**config.mk**
```make
export PLATFORM = sky130hd
export DESIGN_NAME = waterfall_writer
export DESIGN_NICKNAME = d
export VERILOG_FILES = /design/src/rtl/waterfall_writer.sv
export SDC_FILE = /design/constraint.sdc
export NUM_CORES = 1
export LEC_CHECK = 0
export ABC_CLOCK_PERIOD_IN_PS = 1800
export BUFFER_PORTS_ARGS = -buffer_cell sky130_fd_sc_hd__buf_2
export CAP_MARGIN = 20
export CORE_MARGIN = 4
export CORE_UTILIZATION = 45
export CTS_CLUSTER_DIAMETER = 150
export CTS_CLUSTER_SIZE = 25
export DETAILED_ROUTE_END_ITERATION = 7
export PLACE_DENSITY = 0.82
export SETUP_SLACK_MARGIN = 0.4
export SYNTH_ARGS = -nofsm -noshare
export SYNTH_HDL_FRONTEND = slang
export SYNTH_SLANG_ARGS = --single-unit
```
**constraint.sdc**
```tcl
create_clock -name clk -period 1.8 [get_ports clk]
set_input_delay 0.18 -clock clk [delete_from_list [all_inputs] [get_ports clk]]
set_output_delay 0.18 -clock clk [all_outputs]
set_load 0.02 [all_outputs]
```
**src/rtl/waterfall_writer.sv**
```systemverilog
`default_nettype none
// ============================================================================
//  Module      : waterfall_writer
//  Description : Captures one spectrum row from an SDFT core and writes it
//                into a circular waterfall framebuffer.
//                Pixel mapping: linear (magnitude >> SHIFT, saturated)
//                by default. Defining WATERFALL_LOG_EN selects a log2 mapping:
//                bit length of the magnitude, clamped to the pixel range.
//  Ports       : clk           - sole clock, rising edge
//                reset         - asynchronous, active-high
//                capture       - one-cycle request to grab one spectrum row
//                sdft_ready    - SDFT idle
//                sdft_bin_out  - magnitude returned by the SDFT
//                sdft_read     - read request to the SDFT
//                sdft_bin_addr - bin index to the SDFT
//                fb_we         - framebuffer write strobe
//                fb_addr       - framebuffer address (row * LIMIT_BINS + bin)
//                fb_data       - pixel value
//                head_row      - row most recently completed
//                busy          - row capture in progress
//                frame_done    - one-cycle pulse when the row pointer wraps
//                overrun       - one-cycle pulse when a capture is dropped
//  Revision    : 1.0 - initial release
// ============================================================================
module waterfall_writer #(
    parameter int FREQ_W     = 16,
    parameter int LIMIT_BINS = 32,
    parameter int ROWS       = 32,
    parameter int PIX_W      = 4,
    parameter int SHIFT      = 4
) (
    input  logic                              clk,
    input  logic                              reset,
    input  logic                              capture,
    input  logic                              sdft_ready,
    input  logic [FREQ_W-1:0]                 sdft_bin_out,
    output logic                              sdft_read,
    output logic [$clog2(LIMIT_BINS)-1:0]     sdft_bin_addr,
    output logic                              fb_we,
    output logic [$clog2(ROWS*LIMIT_BINS)-1:0] fb_addr,
    output logic [PIX_W-1:0]                  fb_data,
    output logic [$clog2(ROWS)-1:0]           head_row,
    output logic                              busy,
    output logic                              frame_done,
    output logic                              overrun
);

    localparam int c_BIN_W   = $clog2(LIMIT_BINS);
    localparam int c_ROW_W   = $clog2(ROWS);
    localparam int c_PIX_MAX = (1 << PIX_W) - 1;

    localparam logic [c_BIN_W-1:0] c_LAST_BIN = c_BIN_W'(LIMIT_BINS - 1);
    localparam logic [c_ROW_W-1:0] c_LAST_ROW = c_ROW_W'(ROWS - 1);

    typedef enum logic [2:0] {
        S_IDLE     = 3'd0,
        S_WAIT_RDY = 3'd1,
        S_REQ      = 3'd2,
        S_ISSUE    = 3'd3,
        S_DRAIN    = 3'd4,
        S_DONE     = 3'd5
    } state_t;

    state_t               r_state;
    state_t               w_next_state;

    logic [c_BIN_W-1:0]   r_bin_addr;
    logic                 r_drain_cnt;
    logic [c_ROW_W-1:0]   r_write_row;
    logic [c_ROW_W-1:0]   r_head_row;

    // Two-stage delay line: stage 1 is r_v1/r_a1, stage 2 is the fb register.
    logic                 r_v1;
    logic [c_BIN_W-1:0]   r_a1;
    logic                 r_fb_we;
    logic [c_ROW_W+c_BIN_W-1:0] r_fb_addr;
    logic [PIX_W-1:0]     r_fb_data;

    logic [PIX_W-1:0]     w_pix;

    // ------------------------------------------------------------------------
    // FSM state register
    // ------------------------------------------------------------------------
    always_ff @(posedge clk or posedge reset) begin
        if (reset) begin
            r_state <= S_IDLE;
        end else begin
            r_state <= w_next_state;
        end
    end

    // ------------------------------------------------------------------------
    // FSM next state and combinational outputs. Keeping sdft_read, busy and
    // the pulses purely state-decoded lets an asynchronous reset drop them
    // immediately without waiting for a clock edge.
    // ------------------------------------------------------------------------
    always_comb begin
        w_next_state = r_state;
        sdft_read    = 1'b0;
        busy         = 1'b1;
        frame_done   = 1'b0;

        case (r_state)
            S_IDLE: begin
                busy = 1'b0;
                if (capture) begin
                    w_next_state = S_WAIT_RDY;
                end
            end
            S_WAIT_RDY: begin
                if (sdft_ready) begin
                    w_next_state = S_REQ;
                end
            end
            S_REQ: begin
                sdft_read    = 1'b1;
                w_next_state = S_ISSUE;
            end
            S_ISSUE: begin
                sdft_read = 1'b1;
                if (r_bin_addr == c_LAST_BIN) begin
                    w_next_state = S_DRAIN;
                end
            end
            S_DRAIN: begin
                sdft_read = 1'b1;
                if (r_drain_cnt) begin
                    w_next_state = S_DONE;
                end
            end
            S_DONE: begin
                frame_done   = (r_write_row == c_LAST_ROW);
                w_next_state = S_IDLE;
            end
            default: begin
                w_next_state = S_IDLE;
            end
        endcase

        // Any capture outside IDLE (including DONE) is dropped.
        overrun = capture && (r_state != S_IDLE);
    end

    // ------------------------------------------------------------------------
    // Bin address counter, drain counter and row pointers
    // ------------------------------------------------------------------------
    always_ff @(posedge clk or posedge reset) begin
        if (reset) begin
            r_bin_addr  <= '0;
            r_drain_cnt <= 1'b0;
            r_write_row <= '0;
            r_head_row  <= c_LAST_ROW;
        end else begin
            // Second DRAIN cycle is flagged by r_drain_cnt.
            r_drain_cnt <= (r_state == S_DRAIN) && !r_drain_cnt;
            case (r_state)
                S_ISSUE: begin
                    // Saturates at the last bin so DRAIN holds it.
                    if (r_bin_addr != c_LAST_BIN) begin
                        r_bin_addr <= r_bin_addr + 1'b1;
                    end
                end
                S_DONE: begin
                    r_bin_addr  <= '0;
                    r_head_row  <= r_write_row;
                    // ROWS is a power of two, so natural overflow wraps.
                    r_write_row <= r_write_row + 1'b1;
                end
                default: begin
                end
            endcase
        end
    end

    // ------------------------------------------------------------------------
    // Capture pipeline. Stage 1 follows each issued address; stage 2 lands in
    // the framebuffer register together with the returned magnitude.
    // ------------------------------------------------------------------------
    always_ff @(posedge clk or posedge reset) begin
        if (reset) begin
            r_v1      <= 1'b0;
            r_a1      <= '0;
            r_fb_we   <= 1'b0;
            r_fb_addr <= '0;
            r_fb_data <= '0;
        end else begin
            r_v1    <= (r_state == S_ISSUE);
            r_a1    <= r_bin_addr;
            r_fb_we <= r_v1;
            if (r_v1) begin
                // Concatenation equals write_row * LIMIT_BINS + bin.
                r_fb_addr <= {r_write_row, r_a1};
                r_fb_data <= w_pix;
            end
        end
    end

    // ------------------------------------------------------------------------
    // Pixel mapping
    // ------------------------------------------------------------------------
`ifdef WATERFALL_LOG_EN
    int w_len;

    // floor(log2(x)) + 1 is the bit length of x; zero maps to zero.
    always_comb begin
        w_len = 0;
        for (int i = 0; i < FREQ_W; i++) begin
            if (sdft_bin_out[i]) begin
                w_len = i + 1;
            end
        end
        if (w_len > c_PIX_MAX) begin
            w_pix = PIX_W'(c_PIX_MAX);
        end else begin
            w_pix = PIX_W'(w_len);
        end
    end
`else
    logic [FREQ_W-1:0] w_shift;

    always_comb begin
        w_shift = sdft_bin_out >> SHIFT;
        if (w_shift > FREQ_W'(c_PIX_MAX)) begin
            w_pix = PIX_W'(c_PIX_MAX);
        end else begin
            w_pix = w_shift[PIX_W-1:0];
        end
    end
`endif

    assign sdft_bin_addr = r_bin_addr;
    assign fb_we         = r_fb_we;
    assign fb_addr       = r_fb_addr;
    assign fb_data       = r_fb_data;
    assign head_row      = r_head_row;

endmodule
`default_nettype wire

```
==> impl_metrics.yaml <==
status:
  outcome: "complete, no violations"
routing:
  drc_errors: 0
  first_pass_iters: 4
  wl_mm: 3.85
  vias_per_cell: 5.03
  detail_route.iter0.violations: 55
  via_count: 1273
  routedWlPerCell_um: 15.2
  ant_nets: 0
setup_path:
  crit_top_cell: "ha_4"
  path_delay_family: "simple AND/OR/NAND/NOR gates"
  crit_type: "flip-flop to flip-flop"
  path_buf_inv: 0
  crit_chain: "ha_4 -> and3_4 -> ha_4 -> and4bb_4 -> nor2_4 -> mux2_4"
  cp_slowest_cell: "dfrtp_2"
  crit_path_max_fanout: 4
  setup.worst_path.end_class: "flip-flop"
  worst_ep_arrival_time_ps: 1950
  worstPathRequired_ps: 2040
  startpoint_type: "flip-flop"
  slowest_delay_ps: 440
synth:
  synth_seq_cells: 40
  async_flop_share_pct: 100
  synth_commonest_cells: "dfrtp_1 (35), nand2_1 (29), mux2_2 (11), nor2_1 (9)"
  yosys.area.top_type: "dfrtp_1"
  synthesis.instances: 137
  synth_cell_types: 28
  ys_warn_count: 0
  synth_area_leaders: "dfrtp_1 (53%), dfstp_2 (8.0%), mux2_2 (7.6%)"
  synth_ff_type: "dfrtp_1"
  synth_edf_count: 0
  ys_seq_area_share_pct: 61.5
  synth_top_area_share_pct: 53.4
  synth.avg_cell_area_sq_um: 12.0
  syn_nets: 161
  syn_area_sq_um: 1640
  synth.most_common_cell: "dfrtp_1"
cells_and_area:
  area_growth_pct: 39.6
  antenna_cells: 0
  final_core_utilization_pct: 67.0
  fillers: 273
  layout.nets: 230
  drive_above_1_share_pct: 57.5
timing:
  slew_headroom_pct: 66.4
  finalSetupTns_ps: 0
  worst_clock_skew_ps: 7.20
  hold_viol: 0
  finalSetupViolCount: 0
  slew_violations: 0
  fmax_mhz: 583
  rsz0062_at_grt: "true"
  period_needed_ps: 1710
  worst_pin_slew_ps: 504
  fin_crit_sh_pct: 95.2
floorplanning:
  die_w_um: 68.4
  die_area_sq_um: 4670
  coreArea_sq_um: 3420
  placementRows: 21
  die_y_um: 68.4
  start_util_pct: 48.0
  io_pins: 49
power_and_ir_drop:
  swShare_pct: 35.0
  power.density_nw_per_um2: 1300
  p_int_mw: 1.94
  combPwrFrac_pct: 41.3
  p_sw_mw: 1.04
  clkPwrFrac_pct: 15.7
  pwr-share-seq_pct: 43.0
  p_leak_nw: 1.12
  peakVddDrop_mv: 1.05
clock_network:
  clk_pin_slew_ps: 110
  cts.path.max_buffers: 2
  clkLatencyLatePin_ps: 340
  tritoncts.num_buffers: 5
  cts_sinks: 40
  cts_tree: "yes"
  root_buffer: "clkbuf_4"
  h-tree-depth: 2
global_route:
  grt_max_degree: 41
  antenna_found_initial: 0
  grt.overflow.total: 0
  grtUsageTotal_pct: 17.6
  grt_pass1_vias: 1287
  grt_first_pass_wirelength_mm: 5.93
placed_design:
  gp_congestion: 0.789
  hpwl_mm: 2.29
  io_buffers: 44
hold_path:
  hold_path_class: "primary input to flip-flop"
flow_run:
  cap_viol_max_count: 0
-- final timing paths --
kind                                       start               end  slack [ps]  cells after the start
worst min-delay path                  sdft_ready        r_state[1]         110                      3
worst max-delay path            sdft_bin_addr[1]  sdft_bin_addr[0]          90                      6
worst max register to register  sdft_bin_addr[1]  sdft_bin_addr[0]          90                      6
max in group asynchronous                  reset        r_state[2]         890                      4
worst min register to register       r_drain_cnt       r_drain_cnt         430                      1
min in group asynchronous                  reset           r_a1[2]         540                      4
-- cell usage in the layout, fill, tap and decap left out, drive strengths merged, types with 2 or more instances in the layout --
cell type,n
mux2,11
buf,67
dfstp,5
clkbuf,8
nand2,29
xnor2,3
a22o,2
and3,2
a21oi,5
mux2i,2
dfrtp,35
nand4,2
inv,3
ha,4
and2,2
nor2,9
or4,2
nor3,4
nand3b,2
-- layout make-up --
type / instances / area (sq um) / area share (%)
flip-flops and latches: 40 / 1010 / 44.3
multi-input cells: 88 / 691 / 30.2
repair buffers: 68 / 454 / 19.8
clock buffers: 8 / 58.8 / 2.57
well taps: 46 / 57.6 / 2.52
inverters: 3 / 13.8 / 0.601
-- sequential cells by signal (all words and copies together) (netlist names) --
name	count
r_write_row	5
r_state	3
head_row	5
sdft_bin_addr	5
r_a1	5
r_v1	1
fb_data	4
r_drain_cnt	1
fb_we	1
fb_addr	10
-- per-layer routing --
layer	routed length (um)	vias to the layer above	share of wire (%)	GRT usage, %
met5	0	-	0	0
met2	2010	35	52	29.5
met3	212	10	5.5	3.94
met4	77	0	2.0	8.19
met1	1560	628	40	21.5
li1	-	600	-	-
-- per-stage QoR --
| stage | cells | power [mW] | cell area [sq um] | setup WS (ps) | hold WS, ps |
|---|---|---|---|---|---|
| after floorplan | 137 | 1.93 | 1680 | 80.8 | 331 |
| after global placement | 224 | 2.14 | 1930 | 103 | 313 |
| after detailed placement | 224 | 2.19 | 1930 | 56.9 | 326 |
| after CTS | 246 | 2.86 | 2170 | 85.8 | 83.0 |
| after global routing | 253 | 3.16 | 2290 | 34.4 | 110 |
| final | 253 | 2.98 | 2290 | 86.0 | 114 |
-- worst min-delay path, cell delays in order --
cell and delay [ps]:
buf_2 110, nand3b_1 90, a21oi_2 50
-- power by group through the flow --
| stage | registers, mW | logic, mW | clock network (mW) |
|---|---|---|---|
| final | 1.28 | 1.23 | 0.468 |
| after global routing | 1.31 | 1.33 | 0.527 |
| after CTS | 1.28 | 1.10 | 0.481 |
| after detailed placement | 1.34 | 0.857 | 0 |
| after global placement | 1.32 | 0.822 | 0 |
| after floorplan | 1.42 | 0.515 | 0 |
-- logic make-up after synthesis --
family | Yosys count | share of synthesized area, %
and+or+nand+nor | 57 | 17.3
xor gates and xnor gates | 3 | 1.60
AOI/OAI and AO/OA | 11 | 4.20
buffers and inverters | 9 | 3.66
DFF | 40 | 61.5
adders and majority gates | 4 | 3.05
muxes | 13 | 8.78
-- timing repair --
item                       4_1_cts  5_1_grt
setup endpoints to repair       10       16
hold buffers                     1        0
gates resized for setup         23       18
buffers inserted                13        7
pin swaps                        8       11
hold endpoints to repair        35        0
Note: power is estimated with default switching activity, not from simulation.
